**src/rtl/pkt_sim_pkg.sv**
```systemverilog
// Shared framing definitions for the packet flit buffer.
//   frame_state_t  : one-hot framing state (header, size, payload)
//   SIZE_FIELD_W   : width of the count field in a size flit (low bits)
//   frame_advance  : next framing state after one flit moves through a side
//   frame_is_tail  : true when the flit moving now is the packet's last flit
package pkt_sim_pkg;

    localparam int SIZE_FIELD_W = 16;

    typedef enum logic [2:0] {
        HDR  = 3'b001,
        SIZE = 3'b010,
        PAY  = 3'b100
    } frame_state_t;

    function automatic frame_state_t frame_advance(
        input frame_state_t              cur,
        input logic [SIZE_FIELD_W-1:0]   size_fld,
        input logic [SIZE_FIELD_W-1:0]   left
    );
        frame_state_t nxt;
        case (cur)
            HDR:     nxt = SIZE;
            SIZE:    nxt = (size_fld == '0) ? HDR : PAY;
            PAY:     nxt = (left == SIZE_FIELD_W'(1)) ? HDR : PAY;
            default: nxt = HDR;
        endcase
        return nxt;
    endfunction

    function automatic logic frame_is_tail(
        input frame_state_t              cur,
        input logic [SIZE_FIELD_W-1:0]   size_fld,
        input logic [SIZE_FIELD_W-1:0]   left
    );
        return ((cur == SIZE) && (size_fld == '0)) ||
               ((cur == PAY)  && (left == SIZE_FIELD_W'(1)));
    endfunction

endpackage

```
**src/rtl/flit_fifo.sv**
```systemverilog
// Flit storage for pkt_flit_buffer: circular buffer with an explicit
// occupancy counter.
//   clock, reset      : posedge clock, synchronous active-low reset
//   wr_en, wr_data    : push request (ignored when full unless popping)
//   rd_en             : pop request (ignored when empty)
//   rd_data           : head flit, zero when empty
//   occupancy         : entries held
//   occupancy_next    : value occupancy takes at the next edge
//   full, empty       : status flags
module flit_fifo #(
    parameter int FLIT_WIDTH = 32,
    parameter int DEPTH      = 16
) (
    input  logic                    clock,
    input  logic                    reset,
    input  logic                    wr_en,
    input  logic [FLIT_WIDTH-1:0]   wr_data,
    input  logic                    rd_en,
    output logic [FLIT_WIDTH-1:0]   rd_data,
    output logic [$clog2(DEPTH):0]  occupancy,
    output logic [$clog2(DEPTH):0]  occupancy_next,
    output logic                    full,
    output logic                    empty
);

    localparam int AW = $clog2(DEPTH);
    localparam int OW = AW + 1;

    logic [FLIT_WIDTH-1:0] mem [DEPTH];
    logic [AW-1:0]         wr_ptr;
    logic [AW-1:0]         rd_ptr;
    logic                  do_wr;
    logic                  do_rd;

    assign full  = (occupancy == OW'(DEPTH));
    assign empty = (occupancy == '0);

    assign do_rd = rd_en && !empty;
    assign do_wr = wr_en && (!full || do_rd);

    assign occupancy_next = occupancy + OW'(do_wr) - OW'(do_rd);
    assign rd_data        = empty ? '0 : mem[rd_ptr];

    always_ff @(posedge clock) begin
        if (!reset) begin
            wr_ptr    <= '0;
            rd_ptr    <= '0;
            occupancy <= '0;
        end else begin
            if (do_wr) wr_ptr <= wr_ptr + AW'(1);
            if (do_rd) rd_ptr <= rd_ptr + AW'(1);
            occupancy <= occupancy_next;
        end
    end

    always_ff @(posedge clock) begin
        if (do_wr) mem[wr_ptr] <= wr_data;
    end

endmodule

```
**src/rtl/pkt_flit_buffer.sv**
```systemverilog
// Credit-based flit FIFO between a packet source and a packet sink. Both
// sides parse framing (header, size, <size> payload flits) so the buffer can
// count whole packets and, in store-and-forward mode, release only complete
// packets. Oversized packets cannot fit, so they are streamed cut-through.
//   clock, reset   : posedge clock, synchronous active-low reset
//   in_rx, in_data : source flit strobe and data
//   in_credit      : registered; buffer can absorb a flit presented next cycle
//   out_tx         : head flit valid toward sink
//   out_data       : head flit (zero when empty)
//   out_credit     : sink accepts head flit this cycle
//   occupancy      : entries held
//   pkt_count      : complete packets held whose header has not been popped
//   err_oversize   : sticky, size flit above MAX_PAYLOAD seen
//   err_overflow   : sticky, push attempted while full (flit dropped)
//   clear_err      : pulse clearing both sticky errors
module pkt_flit_buffer
    import pkt_sim_pkg::*;
#(
    parameter int FLIT_WIDTH  = 32,
    parameter int DEPTH       = 16,
    parameter int STORE_FWD   = 1,
    parameter int MAX_PAYLOAD = 12
) (
    input  logic                    clock,
    input  logic                    reset,
    input  logic                    in_rx,
    input  logic [FLIT_WIDTH-1:0]   in_data,
    output logic                    in_credit,
    output logic                    out_tx,
    output logic [FLIT_WIDTH-1:0]   out_data,
    input  logic                    out_credit,
    output logic [$clog2(DEPTH):0]  occupancy,
    output logic [$clog2(DEPTH):0]  pkt_count,
    output logic                    err_oversize,
    output logic                    err_overflow,
    input  logic                    clear_err
);

    localparam int OW = $clog2(DEPTH) + 1;

    if (DEPTH < MAX_PAYLOAD + 2) begin : g_depth_check
        $error("pkt_flit_buffer: DEPTH must be >= MAX_PAYLOAD+2");
    end
    if ((DEPTH < 4) || ((DEPTH & (DEPTH - 1)) != 0)) begin : g_pow2_check
        $error("pkt_flit_buffer: DEPTH must be a power of two >= 4");
    end

    logic          full;
    logic          empty;
    logic [OW-1:0] occ_next;
    logic          pop;
    logic          push_ok;
    logic          overflow;

    logic [SIZE_FIELD_W-1:0] wr_size;
    logic [SIZE_FIELD_W-1:0] rd_size;

    frame_state_t            wr_state, wr_state_next;
    logic [SIZE_FIELD_W-1:0] wr_left,  wr_left_next;
    frame_state_t            rd_state, rd_state_next;
    logic [SIZE_FIELD_W-1:0] rd_left,  rd_left_next;

    logic          tail_push;
    logic          oversize_push;
    logic          hdr_pop;
    logic          counted_pop;
    logic          own_hdr_pop;
    logic          tail_counts;
    logic [OW-1:0] pkt_count_next;
    logic          hdr_gone;
    logic          release_pending;
    logic [OW-1:0] rel_skip;
    logic          rel_set;
    logic          rel_done;

    flit_fifo #(
        .FLIT_WIDTH (FLIT_WIDTH),
        .DEPTH      (DEPTH)
    ) u_fifo (
        .clock          (clock),
        .reset          (reset),
        .wr_en          (push_ok),
        .wr_data        (in_data),
        .rd_en          (pop),
        .rd_data        (out_data),
        .occupancy      (occupancy),
        .occupancy_next (occ_next),
        .full           (full),
        .empty          (empty)
    );

    assign pop      = out_tx && out_credit;
    assign push_ok  = in_rx && (!full || pop);
    assign overflow = in_rx && full && !pop;

    assign wr_size = in_data[SIZE_FIELD_W-1:0];
    assign rd_size = out_data[SIZE_FIELD_W-1:0];

    always_comb begin
        if (STORE_FWD == 0) begin
            out_tx = !empty;
        end else begin
            out_tx = !empty && ((pkt_count != '0) || (rd_state != HDR) || release_pending);
        end
    end

    // Push-side framing
    always_ff @(posedge clock) begin
        if (!reset) begin
            wr_state <= HDR;
            wr_left  <= '0;
        end else begin
            wr_state <= wr_state_next;
            wr_left  <= wr_left_next;
        end
    end

    always_comb begin
        wr_state_next = wr_state;
        wr_left_next  = wr_left;
        tail_push     = 1'b0;
        oversize_push = 1'b0;
        if (push_ok) begin
            wr_state_next = frame_advance(wr_state, wr_size, wr_left);
            tail_push     = frame_is_tail(wr_state, wr_size, wr_left);
            case (wr_state)
                SIZE: begin
                    wr_left_next  = wr_size;
                    oversize_push = (wr_size > SIZE_FIELD_W'(MAX_PAYLOAD));
                end
                PAY:     wr_left_next = wr_left - SIZE_FIELD_W'(1);
                default: ;
            endcase
        end
    end

    // Pop-side framing
    always_ff @(posedge clock) begin
        if (!reset) begin
            rd_state <= HDR;
            rd_left  <= '0;
        end else begin
            rd_state <= rd_state_next;
            rd_left  <= rd_left_next;
        end
    end

    always_comb begin
        rd_state_next = rd_state;
        rd_left_next  = rd_left;
        if (pop) begin
            rd_state_next = frame_advance(rd_state, rd_size, rd_left);
            case (rd_state)
                SIZE:    rd_left_next = rd_size;
                PAY:     rd_left_next = rd_left - SIZE_FIELD_W'(1);
                default: ;
            endcase
        end
    end

    // Complete packets leave the FIFO in order, so a header popped while
    // pkt_count is zero belongs to the packet still being written. That
    // packet's tail must then not be counted (hdr_gone remembers this).
    assign hdr_pop        = pop && (rd_state == HDR);
    assign counted_pop    = hdr_pop && (pkt_count != '0);
    assign own_hdr_pop    = hdr_pop && (pkt_count == '0);
    assign tail_counts    = tail_push && !hdr_gone && !own_hdr_pop;
    assign pkt_count_next = pkt_count + OW'(tail_counts) - OW'(counted_pop);

    // rel_skip counts complete packets queued ahead of the oversized one, so
    // the release ends exactly at that packet's header. A second oversized
    // packet arriving while one is still pending waits for its own tail.
    assign rel_set  = oversize_push && !hdr_gone && !own_hdr_pop;
    assign rel_done = release_pending && hdr_pop && (rel_skip == '0);

    always_ff @(posedge clock) begin
        if (!reset) begin
            pkt_count       <= '0;
            hdr_gone        <= 1'b0;
            release_pending <= 1'b0;
            rel_skip        <= '0;
        end else begin
            pkt_count <= pkt_count_next;
            if (tail_push) begin
                hdr_gone <= 1'b0;
            end else if (own_hdr_pop) begin
                hdr_gone <= 1'b1;
            end
            if (rel_set && (!release_pending || rel_done)) begin
                release_pending <= 1'b1;
                rel_skip        <= pkt_count_next;
            end else if (rel_done) begin
                release_pending <= 1'b0;
            end else if (release_pending && hdr_pop) begin
                rel_skip <= rel_skip - OW'(1);
            end
        end
    end

    // Credit looks one flit ahead to cover the source's rx lag.
    always_ff @(posedge clock) begin
        if (!reset) begin
            in_credit <= 1'b0;
        end else begin
            in_credit <= ((OW'(DEPTH) - occ_next) >= OW'(2));
        end
    end

    always_ff @(posedge clock) begin
        if (!reset) begin
            err_oversize <= 1'b0;
            err_overflow <= 1'b0;
        end else begin
            err_oversize <= oversize_push || (err_oversize && !clear_err);
            err_overflow <= overflow      || (err_overflow && !clear_err);
        end
    end

endmodule
```
**config.mk**
```make
export PLATFORM = sky130hd
export DESIGN_NAME = pkt_flit_buffer
export DESIGN_NICKNAME = d
export VERILOG_FILES = /design/src/rtl/pkt_sim_pkg.sv /design/src/rtl/flit_fifo.sv /design/src/rtl/pkt_flit_buffer.sv
export SDC_FILE = /design/constraint.sdc
export NUM_CORES = 1
export LEC_CHECK = 0
export CORE_MARGIN = 1.5
export CORE_UTILIZATION = 55
export CTS_CLUSTER_SIZE = 28
export DETAILED_ROUTE_END_ITERATION = 12
export GPL_ROUTABILITY_DRIVEN = 0
export PLACE_DENSITY = 0.73
export SETUP_SLACK_MARGIN = 0.1
export SYNTH_ARGS = -nofsm -noshare
export SYNTH_HDL_FRONTEND = slang
export SYNTH_SLANG_ARGS = --single-unit
```
**constraint.sdc**
```tcl
create_clock -name clock -period 9.3 [get_ports clock]
set_input_delay 2.325 -clock clock [delete_from_list [all_inputs] [get_ports clock]]
set_output_delay 2.325 -clock clock [all_outputs]
set_load 0.05 [all_outputs]
```
Word level (Yosys, flattened, before mapping). Memories as Yosys holds them, arrays and structs flattened. A register that Yosys moved wholly into a read port is not among the register bits. Index checks and enable logic that the tools add are counted.

Bitwise operators: 1. $lt $le $gt $ge: 2. Eq/ne operators: 11. Multiplexer cells: 21. $add $sub $neg: 10. Reduce and logical (&&, ||, !) cells: 50.

Operators by type and width (count): $pmux W16 S2 (2); $eq A16 B1 Y1 const B (2); $logic_not A16 Y1 (2); $mux W32 (1); $sub A16 B1 Y16 const B (2); $logic_and A1 B1 Y1 (21); $pmux W3 S3 (2); $gt A16 B4 Y1 const B (1); $logic_not A5 Y1 (3); $mux W5 (3); $mux W3 (4); $add A5 B1 Y5 (2); $sub A5 B1 Y5 (2); $add A4 B1 Y4 const B (2); $logic_or A1 B1 Y1 (8); $mux W4 (2); $reduce_bool A2 Y1 (4); $logic_not A1 Y1 (7); $mux W1 (7); $eq A3 B1 Y1 const B (2); $eq A3 B2 Y1 const B (2); $eq A3 B3 Y1 const B (2); $reduce_and A2 Y1 (3); $eq A5 B5 Y1 const B (1); 8 further kinds (8).

Word-level logic and storage cells: 110. Memories kept: 1. Register bits: 66. Output and inout port bits: 46. Memory bits (writable): 512.

Memory list: u_fifo.mem (words 16, bits a word 32, read ports 1, clocked after Yosys merged registers in 1, wr ports 1, RTL line flit_fifo.sv:29) `logic [FLIT_WIDTH-1:0] mem [DEPTH];`.

Longest topological paths before layout. Gate-level depths: netlist (run 1).

Depth in word-level cells: 13. Mapped depth: 18. Mapped depth without buffers: 17.

Modules after synthesis. From an unflattened synthesis (run 1), not the netlist that was laid out.

Cell total of the unflattened synthesis: 1350. Area, all modules: 23757.8 um2.

Modules (own cells, without submodules): flit_fifo (cells an instance 894, instances 1, seq. area each 15715.1 um2, area an instance 20265.7 um2); pkt_flit_buffer (cells an instance 456, instances 1, seq. area each 1061.0 um2, area an instance 3492.1 um2).

Worst setup path after synthesis (run 1). OpenSTA, ideal clock, no wires.

Path type: input-to-reg. From: in out_credit. To: mem u_fifo.mem[0][0], enable pin. Data arrival time: 5.147 ns. Setup time: 0.461 ns. Required time: 8.839 ns. Stages on the path: 6. Path slack: 3.692 ns. Path through: o311ai_4 > inv_4 > o21ai_4 > inv_2 > nand2_1 > nor3_1.

Word-level cells in the longest chain between the ends: 6. Elaborated cells on any way between the ends: 8. Classes of those cells: 2 x mux; 6 x reduce/logical.

Ends and longest elaborated chain: start, declared (RTL line pkt_flit_buffer.sv:31) `input logic out_credit,`; $logic_and A1 B1 Y1 (*) (RTL line pkt_flit_buffer.sv:92) `assign pop = out_tx && out_credit;`; $logic_or A1 B1 Y1 or $logic_and A1 B1 Y1 (tied branches) (RTL line pkt_flit_buffer.sv:93, flit_fifo.sv:38); $logic_and A1 B1 Y1 or $logic_or A1 B1 Y1 (tied branches) (RTL line pkt_flit_buffer.sv:93, flit_fifo.sv:39); $logic_and A1 B1 Y1 (*) (RTL line flit_fifo.sv:39) `assign do_wr = wr_en && (!full || do_rd);`; $mux W1 (*) (RTL line flit_fifo.sv:57) `if (do_wr) mem[wr_ptr] <= wr_data;`; $mux W1 (implied by the code) (*) (RTL line flit_fifo.sv:57); end, declared (RTL line flit_fifo.sv:29).

Every way passes the cells marked *; elsewhere a longest branch is shown, timed or not.

==> qor.yml, run 1 <==
status:
  status: "finished clean"
clock_network:
  clkLatencyLatePin_ns: 0.60
  h-tree-depth: 2
  cts_tree: "done"
  clkTransAtPathRegs_ns: 0.06
  clockBufferDepth: 3
  cts_sinks: 582
  hold_buffers: 0
  post_cts_buffers: 0
  cts_resized: 0
  root_buffer: "clkbuf_16"
  cts_inserted_buffers: 56
logic_synthesis:
  syn_area_um2: 23800
  synth_ff_type: "edfxtp_1"
  yosys.cell_count.top_type: "edfxtp_1"
  synth-edff-count: 512
  synth-async-reset-ratio_pct: 0
  yosysSeqAreaShare_pct: 70.5
  syn_inst: 1352
  syn_nets: 1415
  synth_top_cell_by_area: "edfxtp_1"
  ys_ff_latch: 582
  synth_top_area_share_pct: 64.6
  synth.area.top_cells: "edfxtp_1, mux4_2, dfxtp_1, nor2_1, ha_1"
  synthTopCellsByCount: "edfxtp_1, mux4_2, nor2_1"
  ys.warnings.count: 0
  avgSynthCellArea_um2: 17.6
  ys_types: 69
global_route:
  grt_usage_pct: 24.5
  grt_max_degree: 68
  grt_overflow: 0
  grt_pass1_wl_um: 78900
  antenna_found_initial: 0
  grt_pass1_vias: 12800
placement:
  dp_slack_ns: 2.58
  io_buffers: 82
  dp.cells: 1984
  dpl.hpwl_um: 30600
power_and_ir_drop:
  p_leak_nw: 8.64
  pwr_density_cell_nw_per_um2: 272
  total_power_mw: 7.40
  vdd_drop_max_uv: 190
critical_path:
  endpoint_kind: "output port"
  r2r-end: "rel_skip[4]"
  ff2ff_setup_slack_ns: 4.57
  arrival_ns: 4.44
  path_max_fanout: 48
  critPathKind: "flip-flop to output port"
  worstPathRequired_ns: 6.98
  r2r_cells: 17
  cp-start-kind: "flip-flop"
  rr_startpoint: "u_fifo.occupancy[2]"
  endpoint: "out_data[19]"
detailed_routing:
  drc: 0
  dr.pass1.iters: 5
  post_drt_via_cell_ratio: 6.12
  drt-wirelength-per-cell_um: 25.5
  ant_nets: 0
  drtIter0Drc: 1308
  vias: 12800
  routed_wl_um: 53200
floorplanning:
  io_pins: 83
  die-area_um2: 44500
  dieWidth_um: 211
  rows: 76
  die_h_um: 211
  initial_core_util_pct: 55.5
  core-area_um2: 42900
sta:
  fin_skew_ns: 0.0113
  setup_violations: 0
  tightest_slew_ns: 1.16
  fmax_ghz: 0.148
  rsz0062_at_grt: "false"
  timing.final.crit_share_pct: 72.7
  fin_setup_tns_ns: 0
  finalHoldViolCount: 0
  finalCriticalPeriod_ns: 6.76
  slew_headroom_pct: 22.5
  fin_ws_ns: 2.54
  drv_slew: 0
layout:
  nFillCells: 2961
  n_antenna_cell: 0
  syn2layout_area_growth_pct: 14.3
  nNetsFinal: 1520
  regArea_um2: 16800
  multi_input_area_um2: 6660
  drive_above_1_share_pct: 19.2
  stdcell_count: 2087
hold_path:
  hp-class: "flip-flop to flip-flop"
job:
  cap_violations: 0
## logic make-up after synthesis
group,share of synthesized area [%]
flops,70.5
mux,15.0
fa+ha+maj,1.43
simple gates,6.22
xor+xnor,0.663
buf+inv,1.94
compound gates,4.17
## routing by layer
metal  GRT usage [%]  share of wire (%)  vias to the layer above
met4            8.74                3.0                        0
li1                -                  -                     5591
met3            3.69                6.5                       97
met2            40.8                 51                      480
met5               0                  0                        -
met1            33.4                 40                     6601
## worst min-delay path by stage
stage / startpoint / end / slack, ns / depth (start not counted)
after floorplan: wr_left[15] / wr_left[15] / 0.44 / 2
after global placement: wr_left[15] / wr_left[15] / 0.46 / 2
after detailed placement: wr_left[15] / wr_left[15] / 0.47 / 2
after CTS: wr_left[15] / wr_left[15] / 0.48 / 2
after global routing: wr_left[15] / wr_left[15] / 0.52 / 2
final: wr_left[15] / wr_left[15] / 0.49 / 2
## area by class of cell
class,count,area share [%]
clock buffer,74,5.67
timing repair buffer,116,3.94
inverter,36,0.506
multi-input combinational,665,24.5
clock inverter,29,0.957
tap,585,2.69
sequential,582,61.8
## stage by stage
step	hold WS [ns]	area (um^2)	util, %
6_report	0.485	27200	63.4
5_1_grt	0.516	27200	63.4
4_1_cts	0.482	27200	63.4
3_5_place_dp	0.474	25400	59.2
3_3_place_gp	0.462	25400	59.2
2_1_floorplan	0.437	23800	-
## flip-flops by register name, indices dropped and copies added (netlist names), named ones only
register,count
u_fifo.rd_ptr,4
wr_left,16
in_credit,1
err_overflow,1
u_fifo.mem,512
rd_left,16
wr_state,3
rd_state,3
pkt_count,5
err_oversize,1
rel_skip,5
hdr_gone,1
release_pending,1
u_fifo.wr_ptr,4
u_fifo.occupancy,5
## critical path, cell delays in order (launching register included)
cell and delay (ns):
dfxtp_4 0.93, buf_4 0.85, mux4_2 0.62, mux4_2 0.48, and2_1 0.19, clkdlybuf4s50_1 0.71
## cell usage in the layout (no fill, tap or decap), types with 19 or more instances in the layout
master	instances
clkdlybuf4s50_1	81
dfxtp_1	66
a21oi_1	42
ha_1	24
mux2i_1	29
o21ai_0	51
inv_1	34
mux4_2	137
clkbuf_16	57
nor3_1	19
buf_4	34
nor2_1	74
and2_1	41
edfxtp_1	512
nand2_1	48
## where the power goes
group,total [mW],switching (mW),internal (mW)
combinational,2.09,1.22,0.872
clock,2.23,0.930,1.30
sequential,3.09,0.135,2.95
total,7.40,2.28,5.12
(Power assumes the default switching activity.)
==> run 2, diff against run 1 <==
==> constraint.sdc (replaced) <==
create_clock -name clock -period 6.4 [get_ports clock]
set_input_delay 1.6 -clock clock [delete_from_list [all_inputs] [get_ports clock]]
set_output_delay 1.6 -clock clock [all_outputs]
set_load 0.05 [all_outputs]
==> qor.yml, run 2 (synthesized netlist as in run 1, its figures left out) <==
detailed_routing:
  post_drt_via_cell_ratio: 6.14  # +0.43%
  drc: 0  # unchanged
  drtIter0Drc: 1461  # +12%
  ant_nets: 0  # unchanged
  dr.pass1.iters: 5  # unchanged
  routed_wl_um: 54100  # +1.8%
  vias: 12900  # +1.0%
  drt-wirelength-per-cell_um: 25.8  # +1.2%
critical_path:
  cp_cell_sequence: "buf_4 -> buf_4 -> mux4_2 -> mux4_2 -> and2_1 -> clkdlybuf4s50_1"
  ff2ff_setup_slack_ns: 1.83  # -2.74 ns
  cp.depth: 6  # +1
  cpPeakStageDelay_ns: 0.73  # -0.20 ns
  cp-start-kind: "flip-flop"
  cp_num_buf_inv: 3  # +1
  arrival_ns: 3.91  # -0.53 ns
  r2r_cells: 17  # unchanged
  r2r-end: "rel_skip[4]"
  endpoint: "out_data[25]"
  critPathKind: "flip-flop to output port"
  worstPathRequired_ns: 4.80  # -2.18 ns
  worst_path_max_delay_cell: "dfxtp_4"
  worst_path_dominant_cell_family: "buffers and inverters"
  rr_startpoint: "u_fifo.occupancy[3]"
  path_max_fanout: 34  # -29%
  endpoint_kind: "output port"
layout:
  drive_above_1_share_pct: 19.8  # +0.57 points
  reg_top3: "u_fifo.mem (512), rd_left (16), wr_left (16)"
  final_area_um2: 27300  # +0.37%
  largest_register_ffs: 512  # unchanged
  multi_input_area_um2: 6660  # unchanged
  regMostFlops: "u_fifo.mem"
  n_antenna_cell: 0  # unchanged
  nFillCells: 2913  # -1.6%
  final_cell_mix: "edfxtp_1, mux4_2, clkdlybuf4s50_1"
  final_common_cell: "edfxtp_1"
  regArea_um2: 16800  # unchanged
  syn2layout_area_growth_pct: 14.7
  nNetsFinal: 1535  # +0.99%
hold_path:
  hold_depth: 2  # unchanged
  hp-class: "flip-flop to flip-flop"
clock_network:
  cts_tree: "done"
  clkLatencyLatePin_ns: 0.62  # +0.02 ns
  clockBufferDepth: 3  # unchanged
  hold_buffers: 0  # unchanged
  root_buffer: "clkbuf_16"
  clkTransAtPathRegs_ns: 0.06  # about the same
  cts_sinks: 582  # unchanged
  cts_resized: 0  # unchanged
  h-tree-depth: 2  # unchanged
  cts_inserted_buffers: 57  # +1.8%
  post_cts_buffers: 0  # unchanged
global_route:
  grt_pass1_wl_um: 80500  # +2.0%
  antenna_found_initial: 0  # unchanged
  grt_usage_pct: 24.9  # +0.36 points
  grt_overflow: 0  # unchanged
  grt_max_degree: 68  # unchanged
  grt_pass1_vias: 13000  # +1.5%
floorplanning:
  rows: 76  # unchanged
  io_pins: 83  # unchanged
  core-area_um2: 42900  # unchanged
  die-area_um2: 44500  # unchanged
  die_h_um: 211  # unchanged
  initial_core_util_pct: 55.5  # unchanged
  dieWidth_um: 211  # unchanged
sta:
  setup_violations: 0  # unchanged
  tightest_slew_ns: 1.09  # -0.0728 ns
  rsz0062_at_grt: "false"
  fin_ws_ns: 0.894  # -1.64 ns
  finalCriticalPeriod_ns: 5.51
  drv_slew: 0  # unchanged
  timing.final.crit_share_pct: 86.0
  finalHoldViolCount: 0  # unchanged
  fin_skew_ns: 0.0226  # +0.0112 ns
  fmax_ghz: 0.182
  fin_setup_tns_ns: 0  # unchanged
  slew_headroom_pct: 27.3  # +4.9 points
job:
  cap_violations: 0  # unchanged
placement:
  dp_slack_ns: 0.726  # -1.86 ns
  dpl.hpwl_um: 31400  # +2.7%
  placed_cell_area_um2: 25500  # +0.56%
  io_buffers: 82  # unchanged
power_and_ir_drop:
  p_leak_nw: 8.68  # +0.57%
  vdd_drop_max_uv: 281  # +47%
  pwr_density_cell_nw_per_um2: 394  # +45%
status:
  status: "finished clean"
-- run 2: tightest hold or removal path, delay by kind of cell (launching register included) --
| kind | cells | cell delay (ns) |
|---|---|---|
| buffers and inverters | 1 | 0.06 |
| AO/OA/AOI/OAI | 1 | 0.05 |
| flip-flops | 1 | 0.33 |
-- run 2: cell type report --
class | instances | area share, %
clock inverters | 31 | 1.04
clock buffers | 70 | 5.41
well taps | 585 | 2.68
repair buffers | 130 | 4.45
inverters | 36 | 0.504
flip-flops and latches | 582 | 61.5
multi-input cells | 665 | 24.4
-- run 2: stage by stage --
stage	utilization (%)	hold slack, ns	cells	power [mW]
after global placement	59.5	0.454	1998	7.61
after CTS	63.6	0.478	2099	10.8
after detailed placement	59.5	0.466	1998	7.65
after global routing	63.6	0.506	2099	11.1
final	63.6	0.477	2099	10.7
after floorplan	-	0.437	1352	6.71
-- run 2: worst min-delay path by stage --
stage,start,end,slack (ns)
2_1_floorplan,wr_left[15],wr_left[15],0.44
3_3_place_gp,wr_left[15],wr_left[15],0.45
3_5_place_dp,wr_left[15],wr_left[15],0.47
4_1_cts,wr_left[11],wr_left[11],0.48
5_1_grt,err_overflow,err_overflow,0.51
6_report,wr_left[15],wr_left[15],0.48
-- run 2: routing by layer --
metal	GRT usage, %	share of wire, %	vias to the layer above
met3	3.57	6.3	104
met2	40.4	49	488
li1	-	-	5613
met4	8.79	2.9	0
met1	34.9	42	6693
met5	0	0	-
-- run 2: power breakdown --
| part | internal [mW] | total, mW | switching (mW) |
|---|---|---|---|
| Combinational | 1.29 | 3.10 | 1.82 |
| Sequential | 4.29 | 4.46 | 0.172 |
| Clock | 1.79 | 3.18 | 1.38 |
| Total | 7.37 | 10.7 | 3.37 |
==> run 3, diff against run 2 <==
--- a/config.mk
+++ b/config.mk
@@ -11,7 +11,9 @@
 export DETAILED_ROUTE_END_ITERATION = 12
 export GPL_ROUTABILITY_DRIVEN = 0
 export PLACE_DENSITY = 0.73
+export REMOVE_ABC_BUFFERS = 1
 export SETUP_SLACK_MARGIN = 0.1
 export SYNTH_ARGS = -nofsm -noshare
 export SYNTH_HDL_FRONTEND = slang
+export SYNTH_HIERARCHICAL = 1
 export SYNTH_SLANG_ARGS = --single-unit
==> constraint.sdc (replaced) <==
create_clock -name clock -period 6.4 [get_ports clock]
set_input_delay 1.28 -clock clock [delete_from_list [all_inputs] [get_ports clock]]
set_output_delay 1.28 -clock clock [all_outputs]
set_load 0.05 [all_outputs]
==> qor.yml, run 3 <==
status:
  status: "finished clean"
detailed_routing:
  drtIter0Drc: 1178  # -19%
  vias: 13000  # +0.88%
  post_drt_via_cell_ratio: 6.26  # +1.8%
  ant_nets: 0  # unchanged
  routed_wl_um: 53900  # -0.35%
  drt-wirelength-per-cell_um: 25.9  # +0.60%
  dr.pass1.iters: 6  # +1
  drc: 0  # unchanged
logic_synthesis:
  yosys.cell_count.top_type: "edfxtp_1"
  syn_inst: 1350  # -0.15%
  synth_top_cell_by_area: "edfxtp_1"
  ys_types: 76  # +10%
  avgSynthCellArea_um2: 17.6  # about the same
  synth_top_area_share_pct: 64.7  # +0.071 points
  synth-edff-count: 512  # unchanged
  ys.warnings.count: 6  # +6
  synthTopCellsByCount: "edfxtp_1, mux4_2, nor2_1"
  synth-async-reset-ratio_pct: 0  # unchanged
  synth_ff_type: "edfxtp_1"
  ys_ff_latch: 582  # unchanged
  synth.area.top_cells: "edfxtp_1, mux4_2, dfxtp_1, mux2i_1, a221o_1"
  syn_area_um2: 23800  # -0.11%
  yosysSeqAreaShare_pct: 70.6  # +0.078 points
placement:
  io_buffers: 82  # unchanged
  placed_cell_area_um2: 25400  # -0.44%
  dpl.hpwl_um: 30900  # -1.7%
  dp_slack_ns: 1.11  # +0.386 ns
  dp.cells: 1974  # -1.2%
global_route:
  grt_pass1_vias: 13300  # +2.5%
  antenna_found_initial: 1  # +1
  grt_overflow: 0  # unchanged
  grt_pass1_wl_um: 82000  # +1.8%
  grt_usage_pct: 25.0  # +0.11 points
  grt_max_degree: 52  # -24%
sta:
  tightest_slew_ns: 1.10  # +0.0138 ns
  fin_skew_ns: 0.0521  # +0.0295 ns
  rsz0062_at_grt: "false"
  slew_headroom_pct: 25.4  # -1.9 points
  finalCriticalPeriod_ns: 5.18  # -0.327 ns
  fmax_ghz: 0.193  # +6.3%
  finalHoldViolCount: 0  # unchanged
  fin_ws_ns: 1.22  # +0.327 ns
  drv_slew: 0  # unchanged
  setup_violations: 0  # unchanged
  whs_ns: 0.483  # +0.00545 ns
  timing.final.crit_share_pct: 80.9  # -5.1 points
clock_network:
  cts_inserted_buffers: 57  # unchanged
  cts_resized: 0  # unchanged
  cts_tree: "done"
  post_cts_buffers: 0  # unchanged
  clkTransAtPathRegs_ns: 0.06  # about the same
  clkLatencyLatePin_ns: 0.65  # +0.03 ns
  root_buffer: "clkbuf_16"
  clockBufferDepth: 3  # unchanged
  hold_buffers: 0  # unchanged
  h-tree-depth: 2  # unchanged
  cts_sinks: 582  # unchanged
floorplanning:
  core-area_um2: 42300  # -1.3%
  initial_core_util_pct: 56.1  # +0.68 points
  die-area_um2: 44500  # -0.11%
  die_h_um: 211  # about the same
  dieWidth_um: 211  # about the same
  io_pins: 83  # unchanged
  rows: 75  # -1.3%
power_and_ir_drop:
  pwr_density_cell_nw_per_um2: 397  # +0.75%
  vdd_drop_max_uv: 316  # +13%
  p_leak_nw: 8.61  # -0.91%
job:
  cap_violations: 0  # unchanged
critical_path:
  cp-start-kind: "flip-flop"
  worst_path_dominant_cell_family: "buffers and inverters"
  critPathKind: "flip-flop to output port"
  worst_path_max_delay_cell: "clkdlybuf4s50_1"
  arrival_ns: 3.90  # about the same
  cp.depth: 8  # +2
  cp_num_buf_inv: 3  # unchanged
  r2r_cells: 22  # +5
  path_max_fanout: 11  # -68%
  cp_cell_sequence: "inv_1 -> ha_1 -> or4b_1 -> nand2_1 -> nor2_4 -> buf_4 -> a221o_1 -> clkdlybuf4s50_1"
  endpoint_kind: "output port"
  cpPeakStageDelay_ns: 0.92  # +0.19 ns
  worstPathRequired_ns: 5.12  # +0.32 ns
hold_path:
  hp-class: "flip-flop to flip-flop"
  hold_depth: 2  # unchanged
layout:
  largest_register_ffs: 512  # unchanged
  drive_above_1_share_pct: 19.3  # -0.49 points
  final_common_cell: "edfxtp_1"
  fin_util_pct: 64.4  # +0.78 points
  final_cell_mix: "edfxtp_1, mux4_2, clkdlybuf4s50_1"
  regMostFlops: "u_fifo/mem"
  final_area_um2: 27300  # -0.10%
  stdcell_count: 2079  # -0.95%
  nNetsFinal: 1519  # -1.0%
  nFillCells: 2877  # -1.2%
  reg_top3: "u_fifo/mem (512), rd_left (16), wr_left (16)"
  syn2layout_area_growth_pct: 14.7  # about the same
## run 3: cell count changes after synthesis, sizes merged, moves of 5 or more
cell / delta
a221o: +32
nor3: +29
o21ai: -23
and2: -22
mux4: -15
nor2: -14
nor2b: -12
o21a: +10
nand3: +9
inv: -7
mux2i: +7
buf: +5
xnor2: -5
## run 3: path summary, 6_finish.rpt
check	from	to	slack [ns]
setup reg to reg	u_fifo/occupancy[2]	in_credit	1.80
setup / recovery	u_fifo/occupancy[2]	out_data[6]	1.22
hold / removal	wr_left[9]	wr_left[9]	0.48
hold reg to reg	wr_left[9]	wr_left[9]	0.48
## run 3: logic make-up (layout without fill, tap and decap cells)
group           after synthesis  after routing  synth area share, %
other cells                   0              1                    0
xor+xnor                     15             15                0.553
simple gates                278            278                 6.02
mux                         165            165                 13.7
flops                       582            582                 70.6
compound gates              178            178                 5.61
buf+inv                     106            257                 2.06
fa+ha+maj                    26             26                 1.43
## run 3: through the flow
| stage | setup TNS, ns | power, mW |
|---|---|---|
| 3_3_place_gp | 0 | 7.63 |
| 3_5_place_dp | 0 | 7.67 |
| 2_1_floorplan | -14.81 | 6.76 |
| 6_report | 0 | 10.8 |
| 4_1_cts | 0 | 10.9 |
| 5_1_grt | 0 | 11.2 |
## run 3: layout make-up
type / count / area, um^2 / share of cell area, %
sequential: 582 / 16800 / 61.6
multi-input combinational: 662 / 6610 / 24.3
clock buffer: 76 / 1550 / 5.68
timing repair buffer: 123 / 1180 / 4.32
tap: 577 / 722 / 2.65
clock inverter: 28 / 293 / 1.07
inverter: 30 / 113 / 0.413
antenna: 1 / 2.50 / 0.00918
## run 3: power breakdown
group,internal [mW],total (mW),switching [mW]
clock network,1.83,3.24,1.41
logic,1.22,3.08,1.86
registers,4.34,4.49,0.158
total,7.39,10.8,3.43
## run 3: routing by layer
layer  wire length (um)  vias to the layer above  track usage [%]
met1              21700                     6732             34.3
li1                   -                     5673                -
met3               3980                       92             4.10
met4               1420                        0             8.05
met2              26800                      514             41.3
met5                  0                        -                0
## run 3: tightest hold or removal path, cell delays in order (launching register included)
cell	delay, ns
dfxtp_1	0.31
o21ai_0	0.07
a21oi_1	0.06
